### src/rtl/inst_fetch_ctrl_if.sv
// Fetch-side bundle: icache request/response, decoder hookup, IQ head and commit redirect.
// Latency: none, wires only.
// Backpressure: none here; the controller throttles requests on IQ occupancy.
interface inst_fetch_ctrl_if;
    logic        icache_req_valid;
    logic [31:0] icache_req_addr;
    logic        icache_resp_valid;
    logic [31:0] icache_resp_inst;
    logic [31:0] dec_inst;
    logic        dec_jump;
    logic [31:0] dec_imm;
    logic        iq_valid;
    logic [31:0] iq_inst;
    logic [31:0] iq_pc;
    logic        iq_pop;
    logic        flush_in;
    logic [31:0] flush_pc;

    // Fetch controller side
    modport master (
        output icache_req_valid, icache_req_addr, dec_inst, iq_valid, iq_inst, iq_pc,
        input  icache_resp_valid, icache_resp_inst, dec_jump, dec_imm, iq_pop, flush_in, flush_pc
    );

    // Environment side: icache, decoder, dispatch and commit
    modport slave (
        input  icache_req_valid, icache_req_addr, dec_inst, iq_valid, iq_inst, iq_pc,
        output icache_resp_valid, icache_resp_inst, dec_jump, dec_imm, iq_pop, flush_in, flush_pc
    );
endinterface

### src/rtl/inst_fetch_ctrl.sv
// Instruction fetch sequencer: owns the PC, issues one icache request at a time, queues {pc, inst}.
// Latency: request registered 1 cycle after IDLE; IQ entry visible the cycle after the response.
// Backpressure: no request while the IQ is full; rdy_in low freezes everything and masks the request.
module inst_fetch_ctrl #(
    parameter int unsigned IQ_DEPTH = 4,
    parameter logic [31:0] RESET_PC = 32'h0
) (
    input  logic              clk_in,
    input  logic              rst_in,
    input  logic              rdy_in,
    inst_fetch_ctrl_if.master bus
);
    localparam int PTR_W = $clog2(IQ_DEPTH);
    localparam int CNT_W = PTR_W + 1;

    // IDLE: free to request; WAIT: live request out; DROP: request out but its word is stale
    typedef enum logic [1:0] {ST_IDLE, ST_WAIT, ST_DROP} state_e;

    state_e             state_q, state_d;
    logic [31:0]        pc_q, pc_d;
    logic               req_vld_q, req_vld_d;
    logic [31:0]        req_addr_q, req_addr_d;
    logic [PTR_W-1:0]   head_q, head_d;
    logic [PTR_W-1:0]   tail_q, tail_d;
    logic [CNT_W-1:0]   count_q, count_d;
    logic [31:0]        iq_pc_q   [IQ_DEPTH];
    logic [31:0]        iq_inst_q [IQ_DEPTH];
    logic               push, pop;

    // Next-state, PC, request and IQ pointer logic; flush wins over push/pop/issue
    always_comb begin
        state_d    = state_q;
        pc_d       = pc_q;
        req_vld_d  = req_vld_q;
        req_addr_d = req_addr_q;
        head_d     = head_q;
        tail_d     = tail_q;
        count_d    = count_q;
        push       = 1'b0;
        pop        = 1'b0;
        if (rdy_in) begin
            req_vld_d = 1'b0;
            if (bus.flush_in) begin
                pc_d    = bus.flush_pc;
                head_d  = '0;
                tail_d  = '0;
                count_d = '0;
                case (state_q)
                    ST_WAIT, ST_DROP: state_d = bus.icache_resp_valid ? ST_IDLE : ST_DROP;
                    default:          state_d = ST_IDLE;
                endcase
            end else begin
                case (state_q)
                    ST_IDLE: begin
                        if (count_q < CNT_W'(IQ_DEPTH)) begin
                            req_vld_d  = 1'b1;
                            req_addr_d = pc_q;
                            state_d    = ST_WAIT;
                        end
                    end
                    ST_WAIT: begin
                        if (bus.icache_resp_valid) begin
                            push    = 1'b1;
                            // Only JAL is predicted; everything else falls through
                            pc_d    = bus.dec_jump ? (pc_q + bus.dec_imm) : (pc_q + 32'd4);
                            state_d = ST_IDLE;
                        end
                    end
                    ST_DROP: begin
                        if (bus.icache_resp_valid) begin
                            state_d = ST_IDLE;
                        end
                    end
                    default: state_d = ST_IDLE;
                endcase
                pop = bus.iq_pop && (count_q != '0);
                if (push) begin
                    tail_d = tail_q + PTR_W'(1);
                end
                if (pop) begin
                    head_d = head_q + PTR_W'(1);
                end
                count_d = count_q + CNT_W'(push) - CNT_W'(pop);
            end
        end
    end

    // Control state register with synchronous reset
    always_ff @(posedge clk_in) begin
        if (rst_in) begin
            state_q    <= ST_IDLE;
            pc_q       <= RESET_PC;
            req_vld_q  <= 1'b0;
            req_addr_q <= '0;
            head_q     <= '0;
            tail_q     <= '0;
            count_q    <= '0;
        end else begin
            state_q    <= state_d;
            pc_q       <= pc_d;
            req_vld_q  <= req_vld_d;
            req_addr_q <= req_addr_d;
            head_q     <= head_d;
            tail_q     <= tail_d;
            count_q    <= count_d;
        end
    end

    // IQ storage: write the fetched pair at the tail; contents need no reset since count gates use
    always_ff @(posedge clk_in) begin
        if (!rst_in && push) begin
            iq_pc_q[tail_q]   <= pc_q;
            iq_inst_q[tail_q] <= bus.icache_resp_inst;
        end
    end

    // A request held across a freeze is only presented once rdy_in returns
    assign bus.icache_req_valid = req_vld_q & rdy_in;
    assign bus.icache_req_addr  = req_addr_q;
    assign bus.dec_inst         = bus.icache_resp_inst;
    assign bus.iq_valid         = (count_q != '0);
    assign bus.iq_pc            = iq_pc_q[head_q];
    assign bus.iq_inst          = iq_inst_q[head_q];
endmodule
### src/flat_wrapper.sv
// flat-port wrapper written by rule: the top's interface ports become plain ports
module inst_fetch_ctrl_flat 
#(
    parameter int unsigned IQ_DEPTH = 4,
    parameter logic [31:0] RESET_PC = 32'h0
)
  (clk_in, rst_in, rdy_in, bus_icache_req_valid, bus_icache_req_addr, bus_dec_inst, bus_iq_valid, bus_iq_inst, bus_iq_pc, bus_icache_resp_valid, bus_icache_resp_inst, bus_dec_jump, bus_dec_imm, bus_iq_pop, bus_flush_in, bus_flush_pc);
  inst_fetch_ctrl_if bus_i ();
  input  logic clk_in;
  input  logic rst_in;
  input  logic rdy_in;
  output wire logic [$bits(bus_i.icache_req_valid)-1:0] bus_icache_req_valid;
  output wire logic [$bits(bus_i.icache_req_addr)-1:0] bus_icache_req_addr;
  output wire logic [$bits(bus_i.dec_inst)-1:0] bus_dec_inst;
  output wire logic [$bits(bus_i.iq_valid)-1:0] bus_iq_valid;
  output wire logic [$bits(bus_i.iq_inst)-1:0] bus_iq_inst;
  output wire logic [$bits(bus_i.iq_pc)-1:0] bus_iq_pc;
  input wire logic [$bits(bus_i.icache_resp_valid)-1:0] bus_icache_resp_valid;
  input wire logic [$bits(bus_i.icache_resp_inst)-1:0] bus_icache_resp_inst;
  input wire logic [$bits(bus_i.dec_jump)-1:0] bus_dec_jump;
  input wire logic [$bits(bus_i.dec_imm)-1:0] bus_dec_imm;
  input wire logic [$bits(bus_i.iq_pop)-1:0] bus_iq_pop;
  input wire logic [$bits(bus_i.flush_in)-1:0] bus_flush_in;
  input wire logic [$bits(bus_i.flush_pc)-1:0] bus_flush_pc;
  assign bus_icache_req_valid = bus_i.icache_req_valid;
  assign bus_icache_req_addr = bus_i.icache_req_addr;
  assign bus_dec_inst = bus_i.dec_inst;
  assign bus_iq_valid = bus_i.iq_valid;
  assign bus_iq_inst = bus_i.iq_inst;
  assign bus_iq_pc = bus_i.iq_pc;
  assign bus_i.icache_resp_valid = bus_icache_resp_valid;
  assign bus_i.icache_resp_inst = bus_icache_resp_inst;
  assign bus_i.dec_jump = bus_dec_jump;
  assign bus_i.dec_imm = bus_dec_imm;
  assign bus_i.iq_pop = bus_iq_pop;
  assign bus_i.flush_in = bus_flush_in;
  assign bus_i.flush_pc = bus_flush_pc;
  inst_fetch_ctrl #(.IQ_DEPTH(IQ_DEPTH), .RESET_PC(RESET_PC)) u_core (.clk_in(clk_in), .rst_in(rst_in), .rdy_in(rdy_in), .bus(bus_i));
endmodule
### config.mk
export PLATFORM = sky130hd
export DESIGN_NAME = inst_fetch_ctrl_flat
export DESIGN_NICKNAME = d
export VERILOG_FILES = /design/src/rtl/inst_fetch_ctrl_if.sv /design/src/rtl/inst_fetch_ctrl.sv /design/src/flat_wrapper.sv
export SDC_FILE = /design/constraint.sdc
export NUM_CORES = 1
export LEC_CHECK = 0
export CAP_MARGIN = 20
export CORE_MARGIN = 5
export CORE_UTILIZATION = 40
export CTS_CLUSTER_DIAMETER = 100
export DETAILED_ROUTE_END_ITERATION = 8
export SLEW_MARGIN = 5
export SYNTH_ARGS = -nofsm -noshare
export SYNTH_HDL_FRONTEND = slang
export SYNTH_SLANG_ARGS = --single-unit
### constraint.sdc
create_clock -name clk_in -period 2.8 [get_ports clk_in]
set_input_delay 0.28 -clock clk_in [delete_from_list [all_inputs] [get_ports clk_in]]
set_output_delay 0.28 -clock clk_in [all_outputs]
set_load 0.02 [all_outputs]
# Word level (Yosys, flattened, before mapping)
# Memories as Yosys holds them, arrays and structs flattened. A register that Yosys moved wholly into a read port is not among the register bits.
# Index checks and enable logic that the tools add are counted.
# W data, S select, Z words.
[classes]
n_addsub = 6
order_cmp = 1
eq_ne = 4
n_mux = 30
bitwise = 2
n_reduce_logical = 15
[op_table]
columns = ["operator", "count"]
rows = [
  ["$mux W32", 4],
  ["$add A32 B3 Y32 const B", 1],
  ["$add A32 B32 Y32", 1],
  ["$mux W2", 13],
  ["$mux W1", 11],
  ["$reduce_bool A2 Y1", 4],
  ["$reduce_and A3 Y1", 2],
  ["$add A2 B1 Y2 const B", 2],
  ["$pmux W2 S2", 1],
  ["$reduce_and A2 Y1", 2],
  ["$reduce_and A4 Y1", 1],
  ["$add A3 B1 Y3", 1],
  ["$lt A3 B3 Y1 const B", 1],
  ["$mux W3", 1],
  ["$ne A3 B1 Y1 const B", 1],
  ["$ne A3 B2 Y1 const B", 1],
  ["$reduce_bool A3 Y1", 1],
  ["$sub A3 B1 Y3", 1],
  ["$eq A2 B1 Y1 const B", 1],
  ["$eq A2 B2 Y1 const B", 1],
  ["$logic_and A1 B1 Y1", 2],
  ["$logic_not A2 Y1", 1],
  ["$reduce_or A2 Y1", 1],
  ["$and A1 B1 Y1", 1],
  ["2 further kinds", 2],
]
[totals]
reg_bits = 74
ram_bits = 256
word_cells = 67
mem_count = 2
[mem_list]
columns = ["memory", "depth", "width", "rd", "rd_ports_with_merged_regs", "write_ports", "line_no", "source"]
rows = [
  ["u_core.iq_inst_q", 4, 32, 1, 1, 1, "inst_fetch_ctrl.sv:27", "logic [31:0] iq_inst_q [IQ_DEPTH];"],
  ["u_core.iq_pc_q", 4, 32, 1, 1, 1, "inst_fetch_ctrl.sv:26", "logic [31:0] iq_pc_q [IQ_DEPTH];"],
]

# Longest topological paths before layout
[logic_depth]
word_depth = 9
mapped_depth = 12
mapped_depth_nobuf = 12

# Worst setup path before layout
# No wires, ideal clock.
[synth_timing]
kind = "reg-to-reg"
startpoint = "reg u_core.state_q[1]"
endpoint = "mem u_core.iq_inst_q[0][0], enable pin"
arrival_time_ns = 2.645
setup_slack_ns = -0.274
stages_incl_launch_ff = 7
path_buffers = 1
period_less_slack_ns = 3.074
path_cell_list = "dfxtp_1 inv_1 ha_1 and2_1 and3_1 clkbuf_1 and3_1"
[synth_between]
elab_chain_cells = 9
[synth_rtl]
columns = ["element", "line_no", "source"]
rows = [
  ["start, declared", "inst_fetch_ctrl.sv:19", "state_e state_q, state_d;"],
  ["start signal, assigned", "inst_fetch_ctrl.sv:99", "state_q <= state_d;"],
  ["$eq A2 B1 Y1", "inst_fetch_ctrl.sv:53", "case (state_q)"],
  ["$mux W1", "inst_fetch_ctrl.sv:53", ""],
  ["$mux W1", "inst_fetch_ctrl.sv:43", "if (bus.flush_in) begin"],
  ["$mux W1", "inst_fetch_ctrl.sv:41", "if (rdy_in) begin"],
  ["$mux W1", "inst_fetch_ctrl.sv:43", ""],
  ["$mux W1", "inst_fetch_ctrl.sv:41", ""],
  ["$logic_and A1 B1 Y1", "inst_fetch_ctrl.sv:111", "if (!rst_in && push) begin"],
  ["$mux W1", "inst_fetch_ctrl.sv:111", ""],
  ["$mux W1 (implied by the code)", "inst_fetch_ctrl.sv:113", "iq_inst_q[tail_q] <= bus.icache_resp_inst;"],
  ["end, declared", "inst_fetch_ctrl.sv:27", ""],
]
# No other way between the ends. The select of a mux whose other input is x is not followed.

# Worst setup path in the final report
[layout_timing]
startpoint = "in bus_dec_imm[0]"
endpoint = "reg u_core.pc_q[24]"
[layout_between]
elab_chain_cells = 5
[layout_rtl]
columns = ["element", "line_no", "source"]
rows = [
  ["start, declared", "flat_wrapper.sv:21", "input wire logic [$bits(bus_i.dec_imm)-1:0] bus_dec_imm;"],
  ["$add A32 B32 Y32", "inst_fetch_ctrl.sv:65", "pc_d = bus.dec_jump ? (pc_q + bus.dec_imm) : (pc_q + 32'd4);"],
  ["$mux W32", "inst_fetch_ctrl.sv:65", ""],
  ["$mux W32", "inst_fetch_ctrl.sv:62", "if (bus.icache_resp_valid) begin"],
  ["$mux W32", "inst_fetch_ctrl.sv:53", ""],
  ["$mux W32", "inst_fetch_ctrl.sv:43", ""],
  ["end signal, assigned", "inst_fetch_ctrl.sv:100", "pc_q <= pc_d;"],
  ["end, declared", "inst_fetch_ctrl.sv:20", "logic [31:0] pc_q, pc_d;"],
]
# No other way between the ends. The select of a mux whose other input is x is not followed.
# A chain may end at the register's enable or synchronous reset.

==> impl_metrics.toml <==
[status]
status = "finished, final reports clean"

[job]
drv_cap = 0

[cts]
cts_buffers = 37
clk_path_buf_depth = 3
cts_tree = "built"
worstSkewPairLatency_ns = 0.53
hold_buffers = 0
clkTransAtPathRegs_ns = 0.06
cts-root-buf = "clkbuf_16"
cts.sink_count = 332
htreeDepth = 2

[worst_setup_path]
worstPathCellList = "clkdlybuf4s50_1, ha_4, inv_1, fa_2, nand2b_4, a21oi_4, a221o_1, a41oi_2, nor3_2, o21a_2, a41oi_2, nor4b_2, a221o_1"
crit_path_end_kind = "flop"
cp_slowest_stage_delay_ns = 0.58
cp-start-kind = "primary input"
r2r_cells = 13
cp_max_fo = 3
rr_startpoint = "u_core.pc_q[0]"
rrSetupSlack_ns = 0.13
worstReg2RegEnd = "u_core.pc_q[28]"
path_class = "in -> reg"
slowest_stage = "clkdlybuf4s50_1"
worst_ep_required_time_ns = 3.27
cp.arrival_ns = 3.14

[finish]
utilization = 0.5396
diodes = 0
layout.nets = 1571
multi_input_area_sq_um = 5359
area_growth_pct = 32.70
layout-drive-gt1-share = 0.2036
seqCellArea_sq_um = 9218
fillers = 3142
stdcell_area_sq_um = 19850
final_cells = 1922

[placed_design]
dp_cells = 1843
gp_congestion = 0.8649
placed_area_sq_um = 18510
pre_cts_slack_ns = -0.7646
hpwl_mm = 27.77
io_buffers = 232

[timing]
finalCriticalPeriod_ns = 2.678
min_period_over_period = 0.9565
fmax_mhz = 373.4
finalHoldViolCount = 0
slew-limit-headroom = 0.4072
layout_setup_ws_ns = 0.1218
fin_skew_ns = 0.01221
slew_viol_final = 0
rsz0062_at_grt = "no"
setup_violations = 0
worst_pin_slew_ns = 0.8893

[drt]
dr.pass1.iters = 5
viasPerCell = 5.294
drc = 0
ant_nets = 0
drtIter0Drc = 572
vias = 10176
post_drt_wl_per_cell_um = 20.51
wl_mm = 39.41

[yosys]
yosys.area.top_type = "edfxtp_1"
synthFlopType = "edfxtp_1"
syn_inst = 1104
ys.warnings.count = 0
yosys-top-cells-count = "256 x edfxtp_1, 103 x nand2_1, 91 x a21oi_1, 76 x dfxtp_1, 64 x mux4_2"
synth_nets = 1249
synthTopCellsByArea = "edfxtp_1 51%, dfxtp_1 10%, mux4_2 9.6%, ha_1 3.3%, a21oi_1 3.0%"
synth_area_per_cell_sq_um = 13.55
synth.cell_area_sq_um = 14960
synth_top_area_frac = 0.5139
ys_async_sr_fraction = 0
yosys.cell_count.top_type = "edfxtp_1"
synth-seq-area-share = 0.6156
synth_edf_count = 256
ys_ff_latch = 332
ys_types = 66

[grt]
grt_max_degree = 73
grt_util_met3 = 0.03419
grt_use_met1 = 0.2657
met2_usage = 0.3020
busiest_layer = "met2"
overflow = 0
grt_usage = 0.1859
grt_pass1_vias = 10418
antenna_found_initial = 0
grt_first_pass_wirelength_mm = 60.66

[floorplan]
die_y_um = 203.4
io_pins = 233
initial_core_util = 0.4066
die_w_um = 203.4
fp-row-count = 70
die_area_sq_um = 41360
core_area_sq_um = 36790

[min_path]
min_path_cells = 3
holdCritStartpoint = "bus_dec_jump"
holdCritPathClass = "in -> reg"
holdPathEnd = "u_core.pc_q[20]"

[power_and_ir_drop]
irDropWorstVdd_mv = 0.3811
power_density_nw_per_um2 = 566.6
p_leak_nw = 7.045
registers in the layout, summed over array words and instances, names as in the netlist, named ones only:
signal,count
u_core.bus.icache_req_addr,32
u_core.iq_pc_q,128
u_core.pc_q,32
u_core.req_vld_q,1
u_core.iq_inst_q,128
u_core.head_q,2
u_core.state_q,2
u_core.tail_q,2
u_core.count_q,3
layout by cell type, fill, tap and decap left out, types with 14 or more instances in the layout:
master / n
edfxtp_1: 256
clkdlybuf4s50_1: 228
buf_4: 132
nand2_1: 103
a21oi_1: 88
dfxtp_1: 73
mux4_2: 64
nor2_1: 62
ha_1: 38
clkbuf_16: 38
o21ai_0: 26
xnor2_1: 25
nand3_1: 25
xor2_1: 20
inv_1: 18
a21o_1: 15
a211oi_1: 15
nor3_1: 15
and3_1: 14
metrics by stage:
| stage | hold slack, ns | setup TNS [ns] | total power [mW] |
|---|---|---|---|
| floorplan | 0.3789 | 0 | 6.202 |
| global placement | 0.4474 | -7.715 | 6.848 |
| detailed placement | 0.4479 | -8.600 | 6.853 |
| CTS | 0.2588 | 0 | 11.33 |
| global route | 0.3348 | 0 | 11.70 |
| finish | 0.2948 | 0 | 11.25 |
layer usage:
metal / vias to the layer above / routed length, um
li1: 4846 / -
met1: 5024 / 18330
met2: 257 / 18340
met3: 49 / 2059
met4: 0 / 676
met5: - / 0
worst max-delay path by stage:
stage | depth (start not counted) | from | endpoint
6_report | 13 | bus_dec_imm[0] | u_core.pc_q[24]
5_1_grt | 11 | u_core.pc_q[1] | u_core.pc_q[31]
4_1_cts | 13 | u_core.pc_q[0] | u_core.pc_q[26]
3_5_place_dp | 13 | bus_dec_imm[0] | u_core.pc_q[24]
3_3_place_gp | 13 | bus_dec_imm[0] | u_core.pc_q[24]
2_1_floorplan | 12 | u_core.pc_q[0] | u_core.pc_q[24]
power breakdown:
group	total (mW)	internal [mW]	switching, mW
Sequential	5.39	5.35	0.0441
Combinational	1.40	0.686	0.713
Clock	4.45	2.52	1.93
repair_timing:
action                                  in CTS  in global routing
gates cloned                                 0                  0
endpoints found under the setup margin      15                 47
endpoints found under the hold margin        0                  0
setup buffers                                0                 12
pin swaps                                    6                 14
resized for setup                           14                 13
cell families after synthesis:
| kind of cell | count (synthesis) | share of synthesized area |
|---|---|---|
| AO/OA/AOI/OAI | 226 | 0.09720 |
| XOR/XNOR | 46 | 0.02693 |
| adder cells (fa/ha/maj) | 42 | 0.03614 |
| buffers and inverters | 111 | 0.03639 |
| flip-flops | 332 | 0.6156 |
| multiplexers | 71 | 0.1010 |
| AND/OR/NAND/NOR | 276 | 0.08666 |
critical path: cells and delay by family:
| family | cells | cell delay [ns] |
|---|---|---|
| buffers and inverters | 2 | 0.63 |
| AO/OA/AOI/OAI | 6 | 1.05 |
| adder cells (fa/ha/maj) | 2 | 0.51 |
| AND/OR/NAND/NOR | 3 | 0.66 |
cell type report:
type	count	area share
flip-flops and latches	332	0.4644
well taps	468	0.02950
repair buffers	375	0.1763
inverters	19	0.003593
clock buffers	49	0.04999
clock inverters	18	0.006241
multi-input cells	661	0.2700
(Power assumes the default switching activity.)
